$ cat src/rtl/booth_seq_mult_if.sv
// Handshake and operand bundle for booth_seq_mult.
//   start        : request, honoured only in IDLE or DONE
//   abort        : cancels an operation in progress
//   multiplicand : operand M
//   multiplier   : operand Q
//   is_signed    : operand signedness (only with BOOTH_UNSIGNED_MODE_EN defined)
//   busy         : high while iterating
//   done         : one-cycle product-valid pulse
//   product      : registered 2*WIDTH result
// The master modport is the requester side; the slave modport is the multiplier.
interface booth_seq_mult_if #(
  parameter int unsigned WIDTH = 8
);
  logic                 start;
  logic                 abort;
  logic [WIDTH-1:0]     multiplicand;
  logic [WIDTH-1:0]     multiplier;
`ifdef BOOTH_UNSIGNED_MODE_EN
  logic                 is_signed;
`endif
  logic                 busy;
  logic                 done;
  logic [2*WIDTH-1:0]   product;

`ifdef BOOTH_UNSIGNED_MODE_EN
  modport master (output start, abort, multiplicand, multiplier, is_signed,
                  input  busy, done, product);
  modport slave  (input  start, abort, multiplicand, multiplier, is_signed,
                  output busy, done, product);
`else
  modport master (output start, abort, multiplicand, multiplier,
                  input  busy, done, product);
  modport slave  (input  start, abort, multiplicand, multiplier,
                  output busy, done, product);
`endif
endinterface

$ cat src/rtl/booth_seq_mult.sv
// Sequential radix-2 Booth multiplier, one Booth step per clock.
// Ports:
//   clk   : clock, all state updates on the rising edge
//   clear : synchronous active-low reset
//   bus   : booth_seq_mult_if.slave (start/abort/operands in, busy/done/product out)
// Optional feature: define BOOTH_UNSIGNED_MODE_EN to add the is_signed input. With
// is_signed=0 the operands are zero-extended to WIDTH+1 bits and WIDTH+1 steps are run.
// Default build is signed-only with WIDTH steps.
module booth_seq_mult #(
  parameter int unsigned WIDTH = 8
) (
  input  logic           clk,
  input  logic           clear,
  booth_seq_mult_if.slave bus
);

`ifdef BOOTH_UNSIGNED_MODE_EN
  localparam int unsigned QW = WIDTH + 1;
`else
  localparam int unsigned QW = WIDTH;
`endif
  localparam int unsigned CW = $clog2(WIDTH + 2);

  typedef enum logic [1:0] {StIdle, StIter, StDone} state_e;

  state_e               state_q, state_d;
  logic [WIDTH:0]       a_q, a_d;
  logic [WIDTH:0]       m_q, m_d;
  logic [QW-1:0]        q_q, q_d;
  logic                 qm1_q, qm1_d;
  logic [CW-1:0]        cnt_q, cnt_d;
  logic [2*WIDTH-1:0]   product_q, product_d;
`ifdef BOOTH_UNSIGNED_MODE_EN
  logic                 uns_q, uns_d;
`endif

  logic [WIDTH:0]       a_sum;
  logic [WIDTH:0]       a_sh;
  logic [QW-1:0]        q_sh;
  logic [2*WIDTH-1:0]   prod_step;

  // One Booth step: add/subtract M, then arithmetic shift of {A,Q,q_m1}.
  always_comb begin
    a_sum = a_q;
    unique case ({q_q[0], qm1_q})
      2'b10:   a_sum = a_q - m_q;
      2'b01:   a_sum = a_q + m_q;
      default: a_sum = a_q;
    endcase
    a_sh = {a_sum[WIDTH], a_sum[WIDTH:1]};
`ifdef BOOTH_UNSIGNED_MODE_EN
    if (uns_q) begin
      q_sh      = {a_sum[0], q_q[QW-1:1]};
      prod_step = {a_sh[WIDTH-2:0], q_sh};
    end else begin
      // Signed operands only use the low WIDTH bits of Q; the top bit stays zero.
      q_sh      = {1'b0, a_sum[0], q_q[WIDTH-1:1]};
      prod_step = {a_sh[WIDTH-1:0], q_sh[WIDTH-1:0]};
    end
`else
    q_sh      = {a_sum[0], q_q[WIDTH-1:1]};
    prod_step = {a_sh[WIDTH-1:0], q_sh};
`endif
  end

  always_comb begin
    state_d   = state_q;
    a_d       = a_q;
    m_d       = m_q;
    q_d       = q_q;
    qm1_d     = qm1_q;
    cnt_d     = cnt_q;
    product_d = product_q;
`ifdef BOOTH_UNSIGNED_MODE_EN
    uns_d     = uns_q;
`endif

    unique case (state_q)
      StIter: begin
        if (bus.abort) begin
          state_d = StIdle;
        end else begin
          a_d   = a_sh;
          q_d   = q_sh;
          qm1_d = q_q[0];
          cnt_d = cnt_q - CW'(1);
          if (cnt_q == CW'(1)) begin
            state_d   = StDone;
            product_d = prod_step;
          end
        end
      end
      StDone:  state_d = bus.start ? StIter : StIdle;
      default: state_d = bus.start ? StIter : StIdle;
    endcase

    // Accept a new operation; start wins over abort outside ITER.
    if (state_q != StIter && bus.start) begin
      a_d   = '0;
      qm1_d = 1'b0;
      q_d   = QW'(bus.multiplier);
`ifdef BOOTH_UNSIGNED_MODE_EN
      uns_d = ~bus.is_signed;
      if (bus.is_signed) begin
        m_d   = {bus.multiplicand[WIDTH-1], bus.multiplicand};
        cnt_d = CW'(WIDTH);
      end else begin
        m_d   = {1'b0, bus.multiplicand};
        cnt_d = CW'(WIDTH + 1);
      end
`else
      m_d   = {bus.multiplicand[WIDTH-1], bus.multiplicand};
      cnt_d = CW'(WIDTH);
`endif
    end
  end

  always_ff @(posedge clk) begin
    if (!clear) begin
      state_q   <= StIdle;
      a_q       <= '0;
      m_q       <= '0;
      q_q       <= '0;
      qm1_q     <= 1'b0;
      cnt_q     <= '0;
      product_q <= '0;
`ifdef BOOTH_UNSIGNED_MODE_EN
      uns_q     <= 1'b0;
`endif
    end else begin
      state_q   <= state_d;
      a_q       <= a_d;
      m_q       <= m_d;
      q_q       <= q_d;
      qm1_q     <= qm1_d;
      cnt_q     <= cnt_d;
      product_q <= product_d;
`ifdef BOOTH_UNSIGNED_MODE_EN
      uns_q     <= uns_d;
`endif
    end
  end

  assign bus.busy    = (state_q == StIter);
  assign bus.done    = (state_q == StDone);
  assign bus.product = product_q;

endmodule

$ cat src/flat_wrapper.sv
// flat-port wrapper written by rule: the top's interface ports become plain ports
module booth_seq_mult_flat 
#(
  parameter int unsigned WIDTH = 8
)
  (clk, clear, bus_start, bus_abort, bus_multiplicand, bus_multiplier, bus_busy, bus_done, bus_product);
  booth_seq_mult_if #(.WIDTH(WIDTH)) bus_i ();
  input  logic clk;
  input  logic clear;
  input wire logic [$bits(bus_i.start)-1:0] bus_start;
  input wire logic [$bits(bus_i.abort)-1:0] bus_abort;
  input wire logic [$bits(bus_i.multiplicand)-1:0] bus_multiplicand;
  input wire logic [$bits(bus_i.multiplier)-1:0] bus_multiplier;
  output wire logic [$bits(bus_i.busy)-1:0] bus_busy;
  output wire logic [$bits(bus_i.done)-1:0] bus_done;
  output wire logic [$bits(bus_i.product)-1:0] bus_product;
  assign bus_i.start = bus_start;
  assign bus_i.abort = bus_abort;
  assign bus_i.multiplicand = bus_multiplicand;
  assign bus_i.multiplier = bus_multiplier;
  assign bus_busy = bus_i.busy;
  assign bus_done = bus_i.done;
  assign bus_product = bus_i.product;
  booth_seq_mult #(.WIDTH(WIDTH)) u_core (.clk(clk), .clear(clear), .bus(bus_i));
endmodule
$ cat config.mk
export PLATFORM = sky130hd
export DESIGN_NAME = booth_seq_mult_flat
export DESIGN_NICKNAME = d
export VERILOG_FILES = /design/src/rtl/booth_seq_mult_if.sv /design/src/rtl/booth_seq_mult.sv /design/src/flat_wrapper.sv
export SDC_FILE = /design/constraint.sdc
export NUM_CORES = 1
export LEC_CHECK = 0
export ABC_AREA = 1
export CORE_ASPECT_RATIO = 0.7
export CORE_MARGIN = 2
export CORE_UTILIZATION = 58
export CTS_CLUSTER_SIZE = 8
export DETAILED_ROUTE_END_ITERATION = 16
export PLACE_DENSITY = 0.95
export SLEW_MARGIN = 5
export SYNTH_ARGS = -nofsm -noshare
export SYNTH_HDL_FRONTEND = slang
export SYNTH_SLANG_ARGS = --single-unit
$ cat constraint.sdc
create_clock -name clk -period 3.7 [get_ports clk]
set_clock_uncertainty 0.15 [all_clocks]
set_input_delay 0.74 -clock clk [delete_from_list [all_inputs] [get_ports clk]]
set_output_delay 0.74 -clock clk [all_outputs]
set_load 0.01 [all_outputs]
==> flow_summary.ini <==
[sta]
rsz0062_at_grt = false
setup_viol = 0
finalCritPeriodShare = 0.781
hold_violations = 0
tightest_slew_ns = 0.691
maxSlewViolCount = 0
hold_slack_ns = 0.345
period_needed_ns = 2.89
clock.fmax_mhz = 346
fin_tns_setup_ns = 0
slew_headroom = 0.538

[yosys]
synth_area_leaders = dfxtp_1 38%, inv_1 7.1%, nand2_1 7.1%
yosysSeqAreaShare = 0.380
synthAdderAreaFrac = 0.0737
yosys.cell_types.count = 41
synth_compound_area_frac = 0.205
synthFlopType = dfxtp_1
synth_area_per_cell_um2 = 7.47
synth.top_cell.area_share = 0.380
synth_area_mm2 = 0.00248
synth.area.mux_share = 0.00404
synth-edff-count = 0
synthArstFlopShare = 0
synth_seq_cells = 47
synth-simple-area-share = 0.206
syn_nets = 366
synth_top_family_by_area = simple AND/OR/NAND/NOR gates
yosys_warnings = 0
syn-instance-count = 332
synth_area_leader_cell = dfxtp_1
yosys.area_share.xor_xnor = 0.0177

[cts]
cts_hold_buf = 0
postCtsSetupBuffers = 0
cts.clk_slew.worst_paths_ns = 0.10
cts_root_buffer = clkbuf_8
clkSinkCount = 47
cts_made_buffers = 5
htree_levels = 2
clock_latency_ns = 0.32
postCtsResizedCells = 0
cts_tree = done
clk_path_buf_depth = 2

[routing]
ant_nets = 0
drcViolationCount = 0
viasPerCell = 5.82
drtPass1Iterations = 6
wl_um = 6410
num_vias = 2432
dr.first_iter.drc_count = 268
drt-wirelength-per-cell_um = 15.3

[flow_run]
cap_viol_max_count = 0

[worst_setup_path]
worstPathMaxFanout = 6
crit_top_cell = inv_1
cp_slowest_cell = dfxtp_1
slowest_delay_ns = 0.34
critical_path_required_ns = 3.77
path_cells = inv_1 > ha_1 > inv_1 > nor2_1 > inv_1 > o21ai_0 > xnor2_1 > ha_1 > a21o_1 > a21oi_1 > nor2_1 > o21ai_1 > nand3_1 > nand2_1 > inv_1
arrival_ns = 2.96
endpoint_kind = flop
crit_family = compound AO/OA/AOI/OAI gates
crit_type = flop to flop
start_kind = flop
worstPathBufferInverterCount = 4

[final_layout]
fin_area_mm2 = 0.00296
n_antenna_cell = 0
regArea_um2 = 941
final_nets = 399
multi_input_area_mm2 = 0.00126
synthToLayoutAreaGrowth_pct = 19.6
drive_above_1_share = 0.0683
nFillCells = 299

[die]
coreArea_mm2 = 0.00402
die_h_um = 58.7
row_count = 19
die_w_um = 82.1
start_util = 0.617
die_area_mm2 = 0.00482
io-pin-count = 38

[global_route]
grt_max_degree = 30
overflow = 0
track_usage = 0.290
grt_pass1_wl_um = 10500
antenna_found_initial = 0
grt_pass1_vias = 2250

[placement]
placed_area_mm2 = 0.00285
place.gp.congestion = 0.885
hpwl_um = 4250
port_buffers = 37

[pwr]
cellLeakagePower_uw = 0.00132
vdd_drop_max_uv = 238
power_density_mw_per_mm2 = 406

[worst_hold_path]
hp-class = flop to flop

[run_status]
status = completed
-- sequential cells by signal (all words and copies together) (netlist names) --
name	count
u_core.state_q	2
u_core.m_q	8
u_core.q_q	8
u_core.bus.product	16
u_core.qm1_q	1
u_core.cnt_q	4
u_core.a_q	8
-- layout by cell type (no fill, tap or decap), types with 3 or more instances in the layout --
cell | Yosys | final
xor2_1 | 3 | 3
nand3_1 | 17 | 17
nand4_1 | 3 | 3
ha_1 | 13 | 13
a21oi_1 | 27 | 27
inv_2 | 5 | 5
nor2_4 | 3 | 3
inv_1 | 47 | 47
o21ai_1 | 7 | 7
a221oi_1 | 8 | 8
o21ai_0 | 34 | 34
nor2_1 | 31 | 31
clkdlybuf4s50_1 | 0 | 37
clkbuf_8 | 0 | 5
nand2_1 | 47 | 47
dfxtp_1 | 47 | 47
-- synth_stat cells, types with 5 or more instances --
| cell type | count |
|---|---|
| dfxtp_1 | 47 |
| inv_1 | 47 |
| nand2_1 | 47 |
| o21ai_0 | 34 |
| nor2_1 | 31 |
| a21oi_1 | 27 |
| nand3_1 | 17 |
| ha_1 | 13 |
| a221oi_1 | 8 |
| o21ai_1 | 7 |
| buf_2 | 6 |
| inv_2 | 5 |
-- report_power, final --
| group | switching [uW] | internal (uW) |
|---|---|---|
| clock network | 193 | 204 |
| registers | 15.6 | 529 |
| logic | 164 | 99.1 |
| total | 373 | 832 |
-- worst paths after layout --
| kind | start | end | slack (ns) | cells past startpoint |
|---|---|---|---|---|
| setup / recovery | u_core.m_q[0] | u_core.a_q[4] | 0.81 | 15 |
| hold / removal | u_core.q_q[7] | u_core.bus.product[6] | 0.34 | 2 |
| setup reg to reg | u_core.m_q[0] | u_core.a_q[4] | 0.81 | 15 |
| hold reg to reg | u_core.q_q[7] | u_core.bus.product[6] | 0.34 | 2 |
-- worst register-to-register path: cells and delay by family, from the launching register on --
kind,cells,cell delay [ns]
buf+inv,4,0.26
xor+xnor,1,0.15
fa+ha+maj,2,0.45
compound gates,4,0.83
flops,1,0.34
simple gates,4,0.62
-- cells by family after synthesis --
logic type / count (synthesis)
flops: 47
mux: 1
compound gates: 88
buf+inv: 66
xor+xnor: 5
simple gates: 111
fa+ha+maj: 14
-- layout make-up --
| cell class | count | area share |
|---|---|---|
| clock inverter | 3 | 0.0156 |
| timing repair buffer | 38 | 0.127 |
| clock buffer | 5 | 0.0232 |
| inverter | 54 | 0.0701 |
| multi-input combinational | 219 | 0.424 |
| tap | 52 | 0.0220 |
| sequential | 47 | 0.317 |
-- per-stage QoR --
step / cells / utilization / power, uW / setup WS [ns]
6_report: 418 / 0.738 / 1200 / 0.809
3_5_place_dp: 410 / 0.709 / 804 / 0.864
3_3_place_gp: 410 / 0.709 / 792 / 0.985
2_1_floorplan: 332 / - / 734 / 1.37
5_1_grt: 418 / 0.738 / 1250 / 0.577
4_1_cts: 418 / 0.738 / 1190 / 0.879
-- routing by layer --
| layer | GRT usage | share of wire | vias up |
|---|---|---|---|
| li1 | - | - | 1164 |
| met1 | 0.375 | 0.43 | 1121 |
| met2 | 0.468 | 0.46 | 119 |
| met3 | 0.0767 | 0.070 | 28 |
| met4 | 0.110 | 0.033 | 0 |
| met5 | 0 | 0 | - |
Power figures use the tool's default switching activity.
